**config.mk**
```make
export PLATFORM = sky130hd
export DESIGN_NAME = mux_bus_rr_sched
export DESIGN_NICKNAME = d
export VERILOG_FILES = /design/src/rtl/mux_bus_rr_sched.sv
export SDC_FILE = /design/constraint.sdc
export NUM_CORES = 1
export LEC_CHECK = 0
export BUFFER_PORTS_ARGS = -buffer_cell sky130_fd_sc_hd__clkbuf_2
export CORE_MARGIN = 2
export CORE_UTILIZATION = 53
export DETAILED_ROUTE_END_ITERATION = 7
export PLACE_DENSITY = 0.93
export RECOVER_POWER = 100
export SLEW_MARGIN = 20
export SYNTH_ARGS = -nofsm -noshare
export SYNTH_HDL_FRONTEND = slang
export SYNTH_HIERARCHICAL = 1
export SYNTH_SLANG_ARGS = --single-unit
export TNS_END_PERCENT = 10
```
**constraint.sdc**
```tcl
create_clock -name CLK -period 5.65 [get_ports CLK]
set_clock_uncertainty 0.1 [all_clocks]
set_input_delay 0.2825 -clock CLK [delete_from_list [all_inputs] [get_ports CLK]]
set_output_delay 0.2825 -clock CLK [all_outputs]
set_load 0.01 [all_outputs]
```
**src/rtl/mux_bus_rr_sched.sv**
```systemverilog
// Round-robin scheduler for a shared bus mux: arbitrates REQ, owns the mux select,
// holds grants for a burst and registers the chosen word into one valid/ready stage.

module mux_bus_rr_lane #(
  parameter int IDX = 0,
  parameter int SW  = 2
) (
  input  logic [SW-1:0] ptr_i,
  input  logic          req_i,
  output logic          hi_o
);
  localparam logic [SW-1:0] IDX_L = SW'(IDX);
  // Requester sits in the "at or above PTR" half of the rotation.
  assign hi_o = req_i & (IDX_L >= ptr_i);
endmodule

module mux_bus_rr_sched #(
  parameter int C_INPUTS    = 4,
  parameter int C_SEL_WIDTH = 2,
  parameter int C_WIDTH     = 8,
  parameter int C_MAX_BURST = 4
) (
  input  logic                        CLK,
  input  logic                        ACLR_N,
  input  logic [C_INPUTS-1:0]         REQ,
  input  logic [C_INPUTS-1:0]         LAST,
  input  logic [C_INPUTS*C_WIDTH-1:0] D,
  output logic [C_INPUTS-1:0]         GNT,
  output logic [C_SEL_WIDTH-1:0]      S,
  output logic [C_WIDTH-1:0]          Q,
  output logic                        Q_VALID,
  output logic                        Q_LAST,
  input  logic                        Q_READY,
  output logic                        BUSY
);
  localparam int         NP   = 1 << C_SEL_WIDTH;
  localparam logic [7:0] MAXB = 8'(C_MAX_BURST);

  typedef enum logic {IDLE, GRANT} state_t;

  state_t                 state_q, state_d;
  logic [C_SEL_WIDTH-1:0] ptr_q, ptr_d, s_q, s_d, win, s_inc;
  logic [7:0]             cnt_q, cnt_d;
  logic [C_INPUTS-1:0]    gnt_q, gnt_d, hi;
  logic [C_WIDTH-1:0]     q_q, q_d;
  logic                   qv_q, qv_d, ql_q, ql_d;
  logic [NP-1:0]          req_p, last_p, gnt_p;
  logic [C_WIDTH-1:0]     d_arr [NP];
  logic                   free, accept, end_beat, found_hi, found_any;

  // Padding to a power of two keeps select-indexed lookups in range.
  assign req_p  = NP'(REQ);
  assign last_p = NP'(LAST);
  assign gnt_p  = NP'(gnt_q);

  for (genvar g = 0; g < NP; g++) begin : g_lane
    if (g < C_INPUTS) begin : g_used
      assign d_arr[g] = D[g*C_WIDTH +: C_WIDTH];
      mux_bus_rr_lane #(.IDX(g), .SW(C_SEL_WIDTH)) u_lane (
        .ptr_i (ptr_q),
        .req_i (REQ[g]),
        .hi_o  (hi[g])
      );
    end else begin : g_pad
      assign d_arr[g] = '0;
    end
  end

  // Lowest requester at/above PTR, else lowest overall: cyclic search from PTR.
  always_comb begin
    win       = '0;
    found_hi  = 1'b0;
    found_any = 1'b0;
    for (int i = 0; i < C_INPUTS; i++) begin
      if (hi[i] && !found_hi) begin
        win      = C_SEL_WIDTH'(i);
        found_hi = 1'b1;
      end
    end
    if (!found_hi) begin
      for (int i = 0; i < C_INPUTS; i++) begin
        if (REQ[i] && !found_any) begin
          win       = C_SEL_WIDTH'(i);
          found_any = 1'b1;
        end
      end
    end
  end

  assign s_inc    = (s_q == C_SEL_WIDTH'(C_INPUTS-1)) ? '0 : s_q + C_SEL_WIDTH'(1);
  assign free     = ~qv_q | Q_READY;
  assign accept   = (state_q == GRANT) & gnt_p[s_q] & req_p[s_q] & free;
  assign end_beat = last_p[s_q] | ((MAXB != 8'd0) && (cnt_q + 8'd1 == MAXB));

  always_comb begin
    state_d = state_q;
    ptr_d   = ptr_q;
    s_d     = s_q;
    cnt_d   = cnt_q;
    gnt_d   = gnt_q;
    q_d     = q_q;
    qv_d    = qv_q;
    ql_d    = ql_q;

    if (accept) begin
      q_d  = d_arr[s_q];
      qv_d = 1'b1;
      ql_d = end_beat;
    end else if (qv_q && Q_READY) begin
      qv_d = 1'b0;
      ql_d = 1'b0;
    end

    case (state_q)
      IDLE: begin
        if (|REQ) begin
          s_d     = win;
          gnt_d   = C_INPUTS'(1) << win;
          cnt_d   = 8'd0;
          state_d = GRANT;
        end
      end
      GRANT: begin
        if (accept) begin
          cnt_d = cnt_q + 8'd1;
          if (end_beat) begin
            gnt_d   = '0;
            ptr_d   = s_inc;
            state_d = IDLE;
          end
        end else if (!req_p[s_q]) begin
          // Owner walked away mid-burst; release without touching Q.
          gnt_d   = '0;
          ptr_d   = s_inc;
          state_d = IDLE;
        end
      end
      default: state_d = IDLE;
    endcase
  end

  always_ff @(posedge CLK or negedge ACLR_N) begin
    if (!ACLR_N) begin
      state_q <= IDLE;
      ptr_q   <= '0;
      s_q     <= '0;
      cnt_q   <= 8'd0;
      gnt_q   <= '0;
      q_q     <= '0;
      qv_q    <= 1'b0;
      ql_q    <= 1'b0;
    end else begin
      state_q <= state_d;
      ptr_q   <= ptr_d;
      s_q     <= s_d;
      cnt_q   <= cnt_d;
      gnt_q   <= gnt_d;
      q_q     <= q_d;
      qv_q    <= qv_d;
      ql_q    <= ql_d;
    end
  end

  assign GNT     = gnt_q;
  assign S       = s_q;
  assign Q       = q_q;
  assign Q_VALID = qv_q;
  assign Q_LAST  = ql_q;
  assign BUSY    = (state_q == GRANT);
endmodule

```
Word-level counts from Yosys, hierarchy flattened
Index checks and enable logic that the tools add are counted.
{"block": "word_totals", "reg_bits": 27, "word_cells": 103, "inputBits": 43}
{"block": "classes", "n_reduce_logical": 19, "muxes": 47, "add_sub_neg": 2, "n_bitwise": 12, "n_eq_ne": 8, "shifts": 1, "n_lt_le_gt_ge": 6}
{"operator": "8-bit two-way mux", "count": 4}
{"operator": "2-bit two-way mux", "count": 11}
{"operator": "1-bit two-way mux", "count": 21}
{"operator": "8-bit binary-select mux with 2-bit select", "count": 1}
{"operator": "4-bit two-way mux", "count": 4}
{"operator": "8-bit one-hot mux with 2 select lines", "count": 1}
{"operator": "8-bit by 1-bit adder with 8-bit output, second input constant", "count": 1}
{"operator": "8-bit by 3-bit == test with 1-bit output, second input constant", "count": 1}
{"operator": "4-bit one-hot mux with 2 select lines", "count": 1}
{"operator": "1-bit bitwise AND", "count": 7}
{"operator": "1-bit logical AND", "count": 7}
{"operator": "1-bit binary-select mux with 2-bit select", "count": 3}
{"operator": "1-bit zero test", "count": 6}
{"operator": "3-bit AND reduction", "count": 2}
{"operator": "1-bit by 2-bit >= comparator with 1-bit output, first input constant", "count": 2}
{"operator": "2-bit >= comparator, first input constant", "count": 2}
{"operator": "2-bit by 1-bit inequality test with 1-bit output, second input constant", "count": 2}
{"operator": "2-bit inequality test, second input constant", "count": 2}
{"operator": "2-bit AND reduction", "count": 2}
{"operator": "4-bit OR reduction", "count": 1}
{"operator": "1-bit by 2-bit left shift with 4-bit output, first input constant", "count": 1}
{"operator": "3-bit >= comparator, second input constant", "count": 1}
{"operator": "2-bit by 3-bit less-than comparator with 1-bit output, second input constant", "count": 1}
{"operator": "3-bit by 2-bit inequality test with 1-bit output, second input constant", "count": 1}
{"operator": "8 further kinds", "count": 10}

Logic depth before layout (Yosys ltp)
{"block": "depth", "depth_word": 28, "ltp_mapped": 6, "mapped_depth_nobuf": 6}

Hierarchy
Netlist, hierarchy kept.
{"module": "mux_bus_rr_sched", "cells_each": 139, "area_each_um2": 1614.0, "seq_area_each_um2": 675.6, "n_inst": 1}
{"module": "mux_bus_rr_lane (g_lane[1].g_used.u_lane)", "cells_each": 1, "area_each_um2": 13.8, "seq_area_each_um2": 0.0, "n_inst": 1}
{"module": "mux_bus_rr_lane (g_lane[0].g_used.u_lane)", "cells_each": 1, "area_each_um2": 12.5, "seq_area_each_um2": 0.0, "n_inst": 1}
{"module": "mux_bus_rr_lane (g_lane[2].g_used.u_lane)", "cells_each": 1, "area_each_um2": 11.3, "seq_area_each_um2": 0.0, "n_inst": 1}
{"module": "mux_bus_rr_lane (g_lane[3].g_used.u_lane)", "cells_each": 1, "area_each_um2": 7.5, "seq_area_each_um2": 0.0, "n_inst": 1}

Worst setup path before layout
Ideal clock, no wire load.
{"block": "synth_path", "kind": "register -> register", "startpoint": "register cnt_q[0]", "endpoint": "register gnt_q[1] (netlist: GNT[1])", "stages_incl_launch_ff": 6, "path_slack_ns": 3.701, "period_less_slack_ns": 1.949, "arrival_time_ns": 1.721, "setup_time_ns": 0.128, "t_required_ns": 5.422, "n_path_buf": 0, "path_cell_list": "dfrtp_1 > ha_1 > nor4b_1 > a21oi_4 > o221ai_2 > mux2_1"}
{"block": "synth_between", "elab_chain_cells": 5}
{"item": "from (decl)", "line_no": "43", "rtl": "logic [7:0] cnt_q, cnt_d;"}
{"item": "from (signal assigned)", "line_no": "156", "rtl": "cnt_q <= cnt_d;"}
{"item": "8-bit by 1-bit adder with 8-bit output", "line_no": "93", "rtl": "assign end_beat = last_p[s_q] | ((MAXB != 8'd0) && (cnt_q + 8'd1 == MAXB));"}
{"item": "8-bit by 3-bit == test with 1-bit output", "line_no": "93"}
{"item": "1-bit bitwise OR", "line_no": "93"}
{"item": "3-bit by 2-bit inequality test with 1-bit output (no line)"}
{"item": "3-bit AND reduction (no line)"}
{"item": "to (signal assigned)", "line_no": "157", "rtl": "gnt_q <= gnt_d;"}
{"item": "to (decl)", "line_no": "44", "rtl": "logic [C_INPUTS-1:0] gnt_q, gnt_d, hi;"}
Every way passes these cells.
A chain may end at the register's enable or synchronous reset.

Worst setup path after layout
{"block": "layout_path", "startpoint": "register s_q[0] (netlist: S[0])", "endpoint": "register cnt_q[4]"}
{"block": "layout_between", "elab_chain_cells": 7, "elab_cells_between_ends": 9, "classes_between": "eq/ne (1); mux (4); bitwise (3); reduce/logical (1)"}
{"item": "from (decl)", "line_no": "42", "rtl": "logic [C_SEL_WIDTH-1:0] ptr_q, ptr_d, s_q, s_d, win, s_inc;"}
{"item": "from (signal assigned)", "line_no": "146", "rtl": "s_q <= '0;"}
{"item": "from (signal assigned)", "line_no": "155", "rtl": "s_q <= s_d;"}
{"item": "1-bit binary-select mux with 2-bit select", "line_no": "92", "rtl": "assign accept = (state_q == GRANT) & gnt_p[s_q] & req_p[s_q] & free;"}
{"item": "1-bit two-way mux (implied by the code)", "line_no": "92"}
{"item": "1-bit bitwise AND", "line_no": "92"}
{"item": "1-bit bitwise AND * (2 in series)", "line_no": "92"}
{"item": "2-bit by 1-bit inequality test with 1-bit output (no line) *"}
{"item": "2-bit AND reduction (no line) *"}
Every way passes the cells marked *; elsewhere a longest branch is shown, timed or not. The select of a mux whose other input is x is not followed.

==> impl_metrics.tcl <==
set metrics [dict create \
    status "complete, no violations" \
    start_util 0.552 \
    clock.fmax_mhz 326 \
    r2r_slack_ns 2.58 \
    synthFlopType "dfrtp_1" \
    antenna_cells 0 \
    nNetsFinal 246 \
    peakVddDrop_mv 0.362 \
    dp_slack_ns 3.25 \
    drt_iter0_markers 108 \
    async_flop_share 1.00 \
    rows 20 \
    yosysSeqAreaShare 0.407 \
    grt_overflow 0 \
    power.density_cell_area_nw_per_um2 414 \
    synthesis.area_sq_um 1660 \
    cts_inserted_buffers 3 \
    met3_usage 0.0368 \
    final_cells 233 \
    syn_area_per_cell_sq_um 11.6 \
    crit_path_end_kind "flop" \
    fin_crit_ns 3.07 \
    hold_path_end "Q_LAST" \
    drive_above_1_share 0.305 \
    crit_arrival_ns 3.16 \
    grt_util_met2 0.411 \
    synthTopCellsByArea "dfrtp_1, mux4_2, mux2_1" \
    cts_num_sinks 27 \
    routedWlPerCell_um 15.5 \
    synth_cells 143 \
    reg2reg_from "S[0]" \
    rr_endpoint "cnt_q[4]" \
    critPathLaunchType "flop" \
    die_area_sq_um 3590 \
    wirelength_um 3610 \
    grt_pass1_vias 1387 \
    met1_usage 0.303 \
    vias_per_cell 5.76 \
    dieHeight_um 60.0 \
    hold_depth 3 \
    synth_top_area_frac 0.407 \
    io_buffers 59 \
    yosysWarnings 6 \
    tns_ns 0 \
    first_pass_iters 4 \
    final_area_sq_um 1930 \
    insertion_delay_ns 0.33 \
    grt_first_pass_wirelength_um 6350 \
    vias 1341 \
    dp_cells 228 \
    cts_tree "built" \
    fill_cells 253 \
    io_pins 60 \
    grt_max_degree 28 \
    holdWs_ns 0.120 \
    cp.required_ns 5.75 \
    hold_violations 0 \
    maxCapViolCount 0 \
    cts_root_buf "clkbuf_4" \
    place_area_sq_um 1950 \
    grt.total_usage 0.234 \
    crit_start "S[0]" \
    max_slew_margin 0.0473 \
    drc_errors 0 \
    fp.coreArea_sq_um 3000 \
    regArea_sq_um 676 \
    htree_levels 1 \
    synth-edff-count 0 \
    busiest_layer "met2" \
    area_delta_synth_final_pct 16.6 \
    min_from "Q_READY" \
    hpwlAfterDp_um 2840 \
    postLayoutCoreUtil 0.644 \
    die-width_um 60.0 \
    synthTopCellsByCount "dfrtp_1, mux2_1, nor2_1, o21ai_1, mux4_2" \
    yosysMostFrequentCell "dfrtp_1" \
    setup_slack_ns 2.58 \
    clk_pin_slew_worst_paths_ns 0.14 \
    gp_congestion 0.876 \
    synthDistinctLibCells 36 \
    cts_setup_buffers 0 \
    critPathKind "flop to flop" \
    synth_top_area_cell "dfrtp_1" \
    tightest_slew_ns 1.43 \
    crit_path_max_fanout 25 \
    p_leak_nw 0.888 \
    syn_nets 188 \
    multiInputGateArea_sq_um 892 \
    ys_seq_elements 27 \
    setup_viol 0 \
    ant_nets 0 \
    worstRegToRegCells 5 \
    hold_path_class "input pin to flop" \
    power.total_mw 0.801 \
    rsz0062_at_grt "false" \
    cts_buffer_depth 2 \
    antenna_found_initial 0 \
    fin_crit_sh 0.543 \
    finalMaxSlewViolations 0 \
]
-- report_power, final --
part / internal, mW / switching, mW / leakage, nW
combinational: 0.186 / 0.178 / 0.521
clock: 0.0266 / 0.0562 / 0.0177
sequential: 0.258 / 0.0948 / 0.349
-- sequential cells by signal (all words and copies together), names as in the netlist --
register,count
BUSY,1
GNT,4
Q,8
Q_LAST,1
Q_VALID,1
S,2
cnt_q,8
ptr_q,2
-- critical path, stage by stage, from the launching register on --
cell	delay (ns)
dfrtp_1	0.85
mux4_2	0.41
nand4_1	0.78
and2_0	0.52
o21ai_0	0.18
o31ai_1	0.09
-- final cells by class --
class | instances | share of cell area
multi-input combinational | 105 | 0.461
clock buffer | 3 | 0.0116
timing repair buffer | 60 | 0.146
clock inverter | 1 | 0.00259
inverter | 4 | 0.00776
sequential | 27 | 0.349
tap | 33 | 0.0213
-- metal layers --
layer  part of all wire  vias to the layer above
li1                   -                      651
met2               0.51                       27
met3              0.029                        4
met5                  0                        -
met1               0.45                      659
met4              0.011                        0
-- placed cells by master, fill, tap and decap left out, drive strengths merged, types with 2 or more instances in the layout --
master / count
nor4b: 3
dfrtp: 27
nor3: 2
mux2: 13
ha: 2
inv: 4
nor4: 2
nand2: 6
nand2b: 6
nor2: 13
clkbuf: 62
o21ai: 13
mux4: 11
a21oi: 3
nor2b: 2
o31ai: 5
and3: 4
nand3: 8
-- timing repair --
action | in CTS | in global routing
gates resized for setup | 0 | 0
endpoints found under the hold margin | 27 | 0
hold buffers | 1 | 0
endpoints found under the setup margin | 0 | 0
-- logic make-up (layout without fill, tap and decap cells) --
| group | after synthesis | count (layout) | synth area share |
|---|---|---|---|
| xor+xnor | 2 | 2 | 0.0106 |
| fa+ha+maj | 2 | 2 | 0.0151 |
| simple gates | 50 | 50 | 0.181 |
| flops | 27 | 27 | 0.407 |
| buf+inv | 11 | 68 | 0.0354 |
| compound gates | 27 | 27 | 0.113 |
| mux | 24 | 24 | 0.238 |
-- worst max path at each step --
stage               end  slack, ns  cells past startpoint
3_5_place_dp   ptr_q[1]       3.25                      5
5_1_grt        cnt_q[4]       2.23                      5
3_3_place_gp   ptr_q[1]       3.29                      5
2_1_floorplan    GNT[1]       3.70                      5
6_report       cnt_q[4]       2.58                      5
4_1_cts        ptr_q[1]       3.21                      5
No activity file was read; power rests on OpenSTA's default activity.
